$ cat src/rtl/ioctl_dn_pkg.sv
// Shared types and constants for the hps_io download controller.
// Holds the FSM state enum, download index map and target bit positions.
package ioctl_dn_pkg;

   typedef enum logic [1:0] {
      ST_IDLE  = 2'd0,
      ST_LOAD  = 2'd1,
      ST_DRAIN = 2'd2,
      ST_HOLD  = 2'd3
   } dn_state_t;

   typedef logic [1:0] tgt_sel_t;

   localparam logic [7:0] IDX_BIOS   = 8'd0;
   localparam logic [7:0] IDX_SPRITE = 8'd3;
   localparam logic [7:0] IDX_MUSIC  = 8'd4;

   localparam tgt_sel_t SEL_BIOS   = 2'd0;
   localparam tgt_sel_t SEL_SPRITE = 2'd1;
   localparam tgt_sel_t SEL_MUSIC  = 2'd2;

   localparam int          NUM_TGT    = 3;
   localparam int          FIFO_W     = 25;
   localparam logic [24:0] ADDR_LIMIT = 25'h0020000;

   function automatic logic idx_valid(input logic [7:0] idx);
      return (idx == IDX_BIOS) || (idx == IDX_SPRITE) || (idx == IDX_MUSIC);
   endfunction

   function automatic tgt_sel_t idx_to_sel(input logic [7:0] idx);
      tgt_sel_t s;
      case (idx)
         IDX_SPRITE: s = SEL_SPRITE;
         IDX_MUSIC:  s = SEL_MUSIC;
         default:    s = SEL_BIOS;
      endcase
      return s;
   endfunction

   function automatic logic [NUM_TGT-1:0] sel_onehot(input tgt_sel_t s);
      return 3'b001 << s;
   endfunction

endpackage

$ cat src/rtl/ioctl_dn_ctrl_fifo.sv
// Small synchronous FIFO buffering {address, data} bytes between hps_io and a target.
// Occupancy is exposed so the controller can raise backpressure early.
module dn_fifo #(
   parameter int WIDTH = 25,
   parameter int DEPTH = 4
) (
   input  logic                     clk,
   input  logic                     rst,
   input  logic                     push,
   input  logic [WIDTH-1:0]         wdata,
   input  logic                     pop,
   output logic [WIDTH-1:0]         rdata,
   output logic                     full,
   output logic                     empty,
   output logic [$clog2(DEPTH):0]   count
);

   localparam int AW = $clog2(DEPTH);
   localparam int CW = AW + 1;

   logic [WIDTH-1:0] mem [DEPTH];
   logic [AW-1:0]    wr_ptr;
   logic [AW-1:0]    rd_ptr;
   logic             do_push;
   logic             do_pop;

   assign do_push = push && !full;
   assign do_pop  = pop && !empty;

   always_ff @(posedge clk or posedge rst) begin
      if (rst) begin
         wr_ptr <= '0;
         rd_ptr <= '0;
         count  <= '0;
      end else begin
         if (do_push) wr_ptr <= wr_ptr + AW'(1);
         if (do_pop)  rd_ptr <= rd_ptr + AW'(1);
         case ({do_push, do_pop})
            2'b10:   count <= count + CW'(1);
            2'b01:   count <= count - CW'(1);
            default: count <= count;
         endcase
      end
   end

   // Storage needs no reset: nothing reads it until an entry has been written.
   always_ff @(posedge clk) begin
      if (do_push) mem[wr_ptr] <= wdata;
   end

   assign rdata = mem[rd_ptr];
   assign full  = (count == CW'(DEPTH));
   assign empty = (count == '0);

endmodule

$ cat src/rtl/ioctl_dn_ctrl.sv
// Routes hps_io byte downloads to the BIOS, sprite ROM or music target through a FIFO,
// and holds the core in reset around BIOS loads.
module ioctl_dn_ctrl
   import ioctl_dn_pkg::*;
#(
   parameter int RST_HOLD   = 16,
   parameter int FIFO_DEPTH = 4
) (
   input  logic        clk_sys,
   input  logic        reset,
   input  logic        ioctl_download,
   input  logic [7:0]  ioctl_index,
   input  logic        ioctl_wr,
   input  logic [24:0] ioctl_addr,
   input  logic [7:0]  ioctl_dout,
   output logic        ioctl_wait,
   output logic [2:0]  tgt_req,
   output logic [16:0] tgt_addr,
   output logic [7:0]  tgt_data,
   input  logic [2:0]  tgt_ack,
   output logic        core_reset,
   output logic [2:0]  dn_done,
   output logic [17:0] dn_count,
   output logic        dn_err,
   output dn_state_t   dbg_state
);

   localparam int CW = $clog2(FIFO_DEPTH) + 1;
   localparam int HW = (RST_HOLD > 1) ? $clog2(RST_HOLD) : 1;

   if ((FIFO_DEPTH < 4) || ((FIFO_DEPTH & (FIFO_DEPTH - 1)) != 0)) begin : g_bad_depth
      $error("FIFO_DEPTH must be a power of two and at least 4");
   end

   // Handshake: tgt_req[sel] is valid while the FIFO holds data; a byte is consumed
   // on any cycle where tgt_req[sel] and tgt_ack[sel] are both high. Head is stable until then.
   dn_state_t         state;
   dn_state_t         state_nxt;
   tgt_sel_t          sel;
   logic [HW-1:0]     hold_cnt;
   logic [CW-1:0]     fifo_count;
   logic              fifo_full;
   logic              fifo_empty;
   logic [FIFO_W-1:0] fifo_head;
   logic [2:0]        sel_mask;
   logic              in_range;
   logic              push;
   logic              drop;
   logic              pop;
   logic              start_load;
   logic              enter_hold;

   assign sel_mask = sel_onehot(sel);
   assign in_range = (ioctl_addr < ADDR_LIMIT);
   assign pop      = !fifo_empty && tgt_ack[sel];

   always_ff @(posedge clk_sys or posedge reset) begin
      if (reset) state <= ST_IDLE;
      else       state <= state_nxt;
   end

   always_comb begin
      state_nxt  = state;
      start_load = 1'b0;
      enter_hold = 1'b0;
      push       = 1'b0;
      drop       = 1'b0;
      dn_done    = '0;
      case (state)
         ST_IDLE: begin
            if (ioctl_download && idx_valid(ioctl_index)) begin
               state_nxt  = ST_LOAD;
               start_load = 1'b1;
            end
         end
         ST_LOAD: begin
            if (ioctl_wr) begin
               if (in_range && !fifo_full) push = 1'b1;
               else                        drop = 1'b1;
            end
            if (!ioctl_download) state_nxt = ST_DRAIN;
         end
         ST_DRAIN: begin
            if (fifo_empty) begin
               if (dn_count != '0) dn_done = sel_mask;
               if (sel == SEL_BIOS) begin
                  state_nxt  = ST_HOLD;
                  enter_hold = 1'b1;
               end else begin
                  state_nxt = ST_IDLE;
               end
            end
         end
         ST_HOLD: begin
            if (hold_cnt == '0) state_nxt = ST_IDLE;
         end
         default: state_nxt = ST_IDLE;
      endcase
   end

   always_ff @(posedge clk_sys or posedge reset) begin
      if (reset) begin
         sel      <= SEL_BIOS;
         dn_count <= '0;
         dn_err   <= 1'b0;
         hold_cnt <= '0;
      end else begin
         if (start_load) begin
            sel      <= idx_to_sel(ioctl_index);
            dn_count <= '0;
            dn_err   <= 1'b0;
         end else begin
            if (push) dn_count <= dn_count + 18'd1;
            if (drop) dn_err   <= 1'b1;
         end
         // Loaded with RST_HOLD-1 so HOLD spans exactly RST_HOLD cycles.
         if (enter_hold)                                hold_cnt <= HW'(RST_HOLD - 1);
         else if ((state == ST_HOLD) && (hold_cnt != '0)) hold_cnt <= hold_cnt - HW'(1);
      end
   end

   dn_fifo #(
      .WIDTH (FIFO_W),
      .DEPTH (FIFO_DEPTH)
   ) u_fifo (
      .clk   (clk_sys),
      .rst   (reset),
      .push  (push),
      .wdata ({ioctl_addr[16:0], ioctl_dout}),
      .pop   (pop),
      .rdata (fifo_head),
      .full  (fifo_full),
      .empty (fifo_empty),
      .count (fifo_count)
   );

   // Threshold leaves one slot free for a write already in flight when wait rises.
   assign ioctl_wait = (fifo_count >= CW'(FIFO_DEPTH - 2));
   assign tgt_req    = fifo_empty ? 3'b000 : sel_mask;
   assign tgt_addr   = fifo_head[24:8];
   assign tgt_data   = fifo_head[7:0];
   assign core_reset = (sel == SEL_BIOS) && (state != ST_IDLE);
   assign dbg_state  = state;

endmodule

$ cat config.mk
export PLATFORM = sky130hd
export DESIGN_NAME = ioctl_dn_ctrl
export DESIGN_NICKNAME = d
export VERILOG_FILES = /design/src/rtl/ioctl_dn_pkg.sv /design/src/rtl/ioctl_dn_ctrl_fifo.sv /design/src/rtl/ioctl_dn_ctrl.sv
export SDC_FILE = /design/constraint.sdc
export NUM_CORES = 1
export LEC_CHECK = 0
export ABC_AREA = 1
export CELL_PAD_IN_SITES_DETAIL_PLACEMENT = 2
export CELL_PAD_IN_SITES_GLOBAL_PLACEMENT = 2
export CORE_MARGIN = 1.5
export CORE_UTILIZATION = 31
export DETAILED_ROUTE_END_ITERATION = 10
export PLACE_DENSITY_LB_ADDON = 0.1
export SYNTH_ARGS = -nofsm -noshare
export SYNTH_HDL_FRONTEND = slang
export SYNTH_SLANG_ARGS = --single-unit
$ cat constraint.sdc
create_clock -name clk_sys -period 2.29 [get_ports clk_sys]
set_input_delay 0.687 -clock clk_sys [delete_from_list [all_inputs] [get_ports clk_sys]]
set_output_delay 0.687 -clock clk_sys [all_outputs]
set_load 0.05 [all_outputs]
==> flow_metrics.env, run 1 <==
export IMPL_ioPinCount=102
export IMPL_wl_per_cell_microns=22.7
export IMPL_syn_inst=568
export IMPL_clk_pin_slew_worst_paths_ns=0.06
export IMPL_synthMuxAreaShare=0
export IMPL_mostFrequentLayoutCell="edfxtp_1"
export IMPL_ys_ff_latch=134
export IMPL_via_count=5059
export IMPL_rsz0062_at_grt="yes"
export IMPL_synthAdderAreaFrac=0.0199
export IMPL_grt_max_degree=38
export IMPL_hold_violations=0
export IMPL_period_share=1.08
export IMPL_synth_compound_area_share=0.0793
export IMPL_required_ns=1.60
export IMPL_core_area_sq_um=18900
export IMPL_hold_path_end="dn_err"
export IMPL_insertion_delay_ns=0.43
export IMPL_critPathSlowestCell="dfrtp_2"
export IMPL_io_buffer_count=101
export IMPL_initial_utilization=0.319
export IMPL_worst_r2r_path_depth=12
export IMPL_ys_flop_type="edfxtp_1"
export IMPL_cp_arrival_ns=1.79
export IMPL_tightest_slew_ns=0.509
export IMPL_dieHeight_microns=142
export IMPL_p_leak_nw=3.80
export IMPL_dp_final_hpwl_microns=12700
export IMPL_violations="setup timing"
export IMPL_cts_root_buf="clkbuf_16"
export IMPL_synth_simple_gate_area_frac=0.194
export IMPL_htreeDepth=4
export IMPL_numCtsBuffers=17
export IMPL_final_net_count=796
export IMPL_synth_top_family_by_area="simple AND/OR/NAND/NOR gates"
export IMPL_hold_slack_ns=0.476
export IMPL_critPathMaxStageDelay_ns=0.45
export IMPL_regArea_sq_um=3860
export IMPL_setup_viol=28
export IMPL_cts_sinks=134
export IMPL_area_growth_pct=68.3
export IMPL_place_congestion=0.763
export IMPL_max_freq_mhz=404
export IMPL_irDropWorstVdd_v=0.000561
export IMPL_min_delay_start="dn_err"
export IMPL_crit_path_end_kind="output pin"
export IMPL_finalClockSkew_ns=0.00903
export IMPL_grt_pass1_wl_microns=34100
export IMPL_drt_vias_per_instance=4.99
export IMPL_multi_input_area_sq_um=2960
export IMPL_crit_path_max_fanout=6
export IMPL_drcViolationCount=0
export IMPL_antenna_found_initial=1
export IMPL_worst_slack_ns=-0.184
export IMPL_ys_seq_area_frac=0.640
export IMPL_hold_buffers=0
export IMPL_grt_usage=0.230
export IMPL_status="finished, violations left"
export IMPL_slew_violations=0
export IMPL_utilization=0.537
export IMPL_dieWidth_microns=142
export IMPL_post_place_ws_ns=-0.339
export IMPL_ys_warn_count=0
export IMPL_start_kind="flop"
export IMPL_r2r_slack_ns=0.11
export IMPL_grt_overflow_total=0
export IMPL_dieArea_sq_um=20300
export IMPL_rr_startpoint="sel[0]"
export IMPL_tritoncts="built"
export IMPL_synth_edf_count=100
export IMPL_powerDensity_nw_per_um2=1330
export IMPL_r2r_end="u_fifo.count[2]"
export IMPL_first_pass_iters=4
export IMPL_yosys_cell_types_count=33
export IMPL_final_layout_size_suffix_gt1_frac=0.443
export IMPL_syn_avg_cell_area_sq_um=10.6
export IMPL_layout_common_cells="100 x edfxtp_1, 78 x nand2_1, 60 x buf_4"
export IMPL_path_cells="clkinv_4, buf_6, buf_16, o21ai_4, o22ai_4, buf_12"
export IMPL_worst_setup_path_type="reg -> out"
export IMPL_grt_pass1_vias=5868
export IMPL_synth_xor_xnor_area_share=0.0218
export IMPL_hold_path_class="reg -> reg"
export IMPL_holdPathStages=2
export IMPL_cts_buffer_depth=2
export IMPL_syn_num_nets=625
export IMPL_routed_wl_microns=23000
export IMPL_fill_cells=1791
export IMPL_relSlewSlack=0.660
export IMPL_num_rows=50
export IMPL_ant_nets=0
export IMPL_max_cap_violations=0
export IMPL_min_period_ns=2.47
export IMPL_drt_iter0_drc=143
export IMPL_synthArstFlopShare=0.254
export IMPL_netlist_area_sq_um=6030
report_power, final:
group	switching (mW)	internal (mW)	total (mW)
clock network	1.13	1.72	2.85
registers	0.146	2.74	2.89
logic	4.27	3.48	7.75
synthesized netlist by cell type (3+ instances only):
cell type,instances,share of area
nor3_1,5,0.0042
ha_1,8,0.017
o21ai_0,59,0.049
edfxtp_1,100,0.50
nand3_1,44,0.037
nor2_1,97,0.060
clkbuf_1,13,0.0081
nand2_2,7,0.0073
nand2_1,79,0.049
buf_6,4,0.0075
inv_2,7,0.0044
inv_1,35,0.022
xnor2_1,3,0.0044
o22ai_1,25,0.026
nand4_1,5,0.0052
xor2_1,12,0.017
dfrtp_1,34,0.14
nor2_2,10,0.010
how the worst max path moves through the flow:
| stage | start | end | slack [ns] | cells past startpoint |
|---|---|---|---|---|
| after floorplan | u_fifo.count[2] | tgt_req[1] | -0.35 | 4 |
| after global placement | tgt_ack[0] | u_fifo.count[2] | -0.21 | 11 |
| after detailed placement | tgt_ack[1] | u_fifo.count[2] | -0.34 | 11 |
| after CTS | dn_count[1] | dn_done[0] | -0.24 | 7 |
| after global routing | dn_count[1] | dn_done[0] | -0.25 | 7 |
| final | u_fifo.rd_ptr[0] | tgt_addr[1] | -0.18 | 6 |
stage by stage:
stage / total power [mW] / std cells / TNS, ns / area (sq um)
2_1_floorplan: 5.69 / 568 / -0.701 / 6240
3_3_place_gp: 7.88 / 952 / -4.24 / 8110
3_5_place_dp: 8.04 / 952 / -9.70 / 8110
4_1_cts: 12.8 / 1004 / -2.44 / 9760
5_1_grt: 13.9 / 1012 / -4.87 / 10100
6_report: 13.5 / 1013 / -3.37 / 10100
routing by layer:
metal / part of all wire / track usage / up-vias
met5: 0 / 0 / -
met2: 0.55 / 0.438 / 127
li1: - / - / 2308
met1: 0.39 / 0.254 / 2594
met3: 0.036 / 0.0464 / 30
met4: 0.019 / 0.0738 / 0
repair_timing:
action,4_1_cts,5_1_grt
gates resized for setup,222,60
pin swaps,34,16
setup endpoints to repair,32,35
cloned,10,3
setup buffers,11,6
logic make-up (layout without fill, tap and decap cells):
group                      Yosys count  after routing
buffers and inverters               63            247
xor gates and xnor gates            15             15
DFF                                134            134
adders and majority gates            9              9
and+or+nand+nor                    259            259
other                                0              1
AOI/OAI and AO/OA                   88             88
layout make-up:
cell class	instances	share of cell area
sequential	134	0.381
multi-input combinational	371	0.292
timing repair buffer	173	0.219
clock buffer	17	0.0419
tap	260	0.0321
clock inverter	15	0.0176
inverter	42	0.0163
antenna	1	0.000247
critical path: cells and delay by family (launching register included):
kind | cells | cell delay, ns
buffers and inverters | 4 | 0.60
DFF | 1 | 0.45
AOI/OAI and AO/OA | 2 | 0.29
registers in the layout, summed over array words and instances, names as in the netlist:
register	count
dbg_state	2
u_fifo.mem	100
dn_count	18
sel	2
u_fifo.wr_ptr	2
dn_err	1
u_fifo.rd_ptr	2
u_fifo.count	3
hold_cnt	4
No activity file was read; power rests on OpenSTA's default activity.
==> inputs of run 2 (changes only) <==
Settings changed: CORE_UTILIZATION 31 to 34.
Clock period 2.29 ns to 2.7 ns, I/O delays scaled along.
==> flow_metrics.env, run 2 (same netlist as run 1, synthesis figures left out) <==
export IMPL_hold_path_class="reg -> reg"
export IMPL_dp_cells=893
export IMPL_cp_arrival_ns=1.84
export IMPL_dieWidth_microns=136
export IMPL_grt_pass1_vias=5260
export IMPL_fin_cells=929
export IMPL_drt_iter0_drc=147
export IMPL_required_ns=1.89
export IMPL_dieArea_sq_um=18500
export IMPL_grt_pass1_wl_microns=27800
export IMPL_min_period_ns=2.65
export IMPL_cts_buffer_depth=2
export IMPL_tritoncts="built"
export IMPL_crit_path_max_fanout=4
export IMPL_wl_per_cell_microns=19.1
export IMPL_grt_usage=0.199
export IMPL_p_total_mw=8.80
export IMPL_place_area_sq_um=7700
export IMPL_first_pass_iters=5
export IMPL_finalClockSkew_ns=0.00982
export IMPL_insertion_delay_ns=0.42
export IMPL_critPathMaxStageDelay_ns=0.39
export IMPL_drcViolationCount=0
export IMPL_setup_viol=0
export IMPL_irDropWorstVdd_v=0.000786
export IMPL_cts_root_buf="clkbuf_16"
export IMPL_critPathSlowestCell="dfrtp_1"
export IMPL_numCtsBuffers=17
export IMPL_max_cap_violations=0
export IMPL_reg_top3="u_fifo.mem (100), dn_count (18), hold_cnt (4)"
export IMPL_period_share=0.980
export IMPL_worst_setup_path_type="reg -> out"
export IMPL_core_area_sq_um=17300
export IMPL_antenna_found_initial=0
export IMPL_grt_overflow_total=0
export IMPL_mostFrequentLayoutCell="edfxtp_1"
export IMPL_ioPinCount=102
export IMPL_post_place_ws_ns=0.0148
export IMPL_status="finished, final reports clean"
export IMPL_io_buffer_count=101
export IMPL_cts_sinks=134
export IMPL_hold_slack_ns=0.491
export IMPL_worst_slack_ns=0.0549
export IMPL_largest_reg_flops=100
export IMPL_tightest_slew_ns=0.528
export IMPL_dp_final_hpwl_microns=12000
export IMPL_relSlewSlack=0.647
export IMPL_drt_vias_per_instance=5.00
export IMPL_final_area_sq_um=8410
export IMPL_final_net_count=748
export IMPL_layout_common_cells="100 x edfxtp_1, 88 x nor2_1, 79 x nand2_1"
export IMPL_dieHeight_microns=136
export IMPL_hold_violations=0
export IMPL_start_kind="flop"
export IMPL_htreeDepth=4
export IMPL_ant_nets=0
export IMPL_routed_wl_microns=17700
export IMPL_max_freq_mhz=378
export IMPL_grt_max_degree=38
export IMPL_fill_cells=1743
export IMPL_diodes=0
export IMPL_area_growth_pct=39.6
export IMPL_rsz0062_at_grt="yes"
export IMPL_p_leak_nw=3.22
export IMPL_place_congestion=0.786
export IMPL_num_rows=48
export IMPL_slew_violations=0
export IMPL_powerDensity_nw_per_um2=1050
export IMPL_utilization=0.486
export IMPL_final_layout_size_suffix_gt1_frac=0.205
export IMPL_largest_register="u_fifo.mem"
export IMPL_via_count=4649
export IMPL_initial_utilization=0.348
export IMPL_path_cells="inv_2, ha_4, nand4_1, nor3_2, and2_4, nor2_4, buf_12"
export IMPL_clk_pin_slew_worst_paths_ns=0.06
export IMPL_tns_ns=0
export IMPL_crit_path_end_kind="output pin"
-- run 2: metal layers --
layer	global-route usage	wire length (microns)	vias up
li1	-	-	2202
met1	0.226	7300	2357
met2	0.377	9800	82
met3	0.0447	525	8
met4	0.0461	91	0
met5	0	0	-
-- run 2: timing repair --
action / CTS / global route
cloned: 0 / 0
gates resized for setup: 7 / 19
setup buffers: 0 / 4
hold buffers: 0 / 0
pin swaps: 0 / 4
setup endpoints to repair: 8 / 20
-- run 2: cell type report --
class | instances | area [sq um] | area share
Sequential cell | 134 | 3860 | 0.458
Clock buffer | 17 | 425 | 0.0506
Multi-Input combinational cell | 371 | 2030 | 0.241
Tap cell | 225 | 282 | 0.0335
Timing Repair Buffer | 125 | 1530 | 0.181
Inverter | 42 | 158 | 0.0187
Clock inverter | 15 | 139 | 0.0165
-- run 2: power breakdown --
group | internal, mW | switching (mW)
Combinational | 1.64 | 2.51
Clock | 1.34 | 0.867
Sequential | 2.32 | 0.114
Total | 5.31 | 3.49
-- run 2: final timing paths --
kind	start	to	slack (ns)	cells after the start
max in group asynchronous	reset	u_fifo.rd_ptr[0]	1.52	3
min reg2reg	dn_err	dn_err	0.49	2
min in group asynchronous	reset	dbg_state[0]	0.81	3
min	dn_err	dn_err	0.49	2
max reg2reg	sel[0]	u_fifo.count[2]	0.56	12
max	dn_count[0]	dn_done[0]	0.05	7
-- run 2: worst max-delay path: cells and delay by family, from the launching register on --
kind	cells	cell delay [ns]
buffers and inverters	2	0.27
adders and majority gates	1	0.14
and+or+nand+nor	4	0.62
DFF	1	0.39
==> patch (settings of run 2) <==
Reset style: synchronous (`reset` and `rst`), changed in 3 clocked blocks.
--- a/src/rtl/ioctl_dn_ctrl_fifo.sv
+++ b/src/rtl/ioctl_dn_ctrl_fifo.sv
@@ -28,5 +28,5 @@
    assign do_pop  = pop && !empty;
 
-   always_ff @(posedge clk or posedge rst) begin
+   always_ff @(posedge clk) begin
       if (rst) begin
          wr_ptr <= '0;
--- a/src/rtl/ioctl_dn_ctrl.sv
+++ b/src/rtl/ioctl_dn_ctrl.sv
@@ -55,5 +55,5 @@
    assign pop      = !fifo_empty && tgt_ack[sel];
 
-   always_ff @(posedge clk_sys or posedge reset) begin
+   always_ff @(posedge clk_sys) begin
       if (reset) state <= ST_IDLE;
       else       state <= state_nxt;
@@ -99,5 +99,5 @@
    end
 
-   always_ff @(posedge clk_sys or posedge reset) begin
+   always_ff @(posedge clk_sys) begin
       if (reset) begin
          sel      <= SEL_BIOS;
Behaviour: differs if reset is asserted again (counterexample within 4 cycles, from zero or initial values and one cycle with reset high); with reset held inactive, the same outputs for 4 cycles.
==> patch against run 2 <==
- clock skew down 0.0020 ns
- via count increased by 1.7%
- design area fell by 5.4%
- sequential cell count up 2
- critical path depth down 2
- synthesized area decreased by 1.1%
- routed wire length is 2.6% lower
- worst setup slack lost 0.0024 ns
- sequential share of layout area is 0.97 points higher
- critical path type unchanged
- critical endpoint unchanged
Power is not compared: it rests on default switching activity, and its combinational part moved more than twofold at a synthesized area within 25%.
==> patch: results (changes against run 2) <==
metric,value,unit,change
status,"complete, no violations",,
post-DP HPWL,11.8,mm,-1.8%
vias in the first global route,5205,,-1.0%
final estimated routing congestion in global placement,0.794,,+1.0%
GR Util All Layers,0.196,,-0.00265
ys async rst share,0,,-0.254
PnR worst setup slack,0.0525,ns,-0.00244 ns
drt pass-1 iters,4,,-1
clock skew,0.00784,ns,-0.00197 ns
Synthesized Nets,637,,+1.9%
main area contributors after synthesis,"edfxtp_1, dfxtp_1, nor2_1, o21ai_0, nand2_1",,
register area share after synthesis,0.625,,-0.0146
fin cells,943,,+1.5%
Syn Inst Count,580,,+2.1%
Worst Setup SP,dn_count[8]$_SDFFE_PP0N_,,
adder-cell share of the synthesized area,0.0202,,+0.000226
placement-stage cell area,7330,sq um,-4.8%
"Gates resized, CTS repair",3,,-4
FF-to-FF End,u_fifo.count[2]$_SDFFE_PP0P_,,
xor/xnor cell area share of the yosys netlist,0.0132,,-0.00857
Register-to-Register Path Depth,13,,+1
Via density,5.02,,+0.23%
worst reg-to-reg setup slack,0.44,ns,-0.12 ns
Commonest cells post-synth,"edfxtp_1, nor2_1, nand2_1, o21ai_0, inv_1",,
Placeable Area,17200,sq um,-0.35%
share of cells above drive strength 1,0.196,,-0.00817
[patch: cell count changes after synthesis, moves of 4 or more]
cell / before / now
inv_1: 35 / 48
nand2_2: 7 / 16
a21oi_2: 1 / 10
nor2_1: 97 / 93
nor2_2: 10 / 5
nand2_1: 79 / 68
nand4_1: 5 / 11
a21oi_1: 2 / 17
dfrtp_1: 34 / 0
dfxtp_1: 0 / 36
nand3_1: 44 / 18
[patch: logic make-up (layout without fill, tap and decap cells)]
logic type | count (synthesis) | after routing
AOI/OAI and AO/OA | 120 | 120
xor gates and xnor gates | 9 | 9
adders and majority gates | 9 | 9
buffers and inverters | 77 | 215
DFF | 136 | 136
and+or+nand+nor | 229 | 229
[patch: layout make-up]
class | instances | area [sq um]
clock inverter | 12 | 129
inverter | 57 | 228
tap | 225 | 282
multi-input combinational | 367 | 1940
sequential | 136 | 3730
timing repair buffer | 126 | 1220
fill | 1788 | 9280
clock buffer | 20 | 437
[patch: power by group through the flow]
stage	registers [W]	logic, W	clock network [W]
2_1_floorplan	0.00233	0.000438	0
3_3_place_gp	0.00231	0.000712	0
3_5_place_dp	0.00231	0.000738	0
4_1_cts	0.00227	0.000747	0.00228
5_1_grt	0.00228	0.000798	0.00237
6_report	0.00227	0.000744	0.00223
[patch: layer usage]
metal / vias to the layer above / global-route usage / share of wire
li1: 2250 / - / -
met1: 2370 / 0.227 / 0.42
met2: 97 / 0.360 / 0.53
met3: 13 / 0.0393 / 0.036
met4: 0 / 0.0705 / 0.012
met5: - / 0 / 0
[patch: critical path: stages (launching register included)]
cell and delay, ns:
dfxtp_1 0.39, or2_2 0.30, nor2_1 0.10, nand4_1 0.22, and3_1 0.26, buf_12 0.15
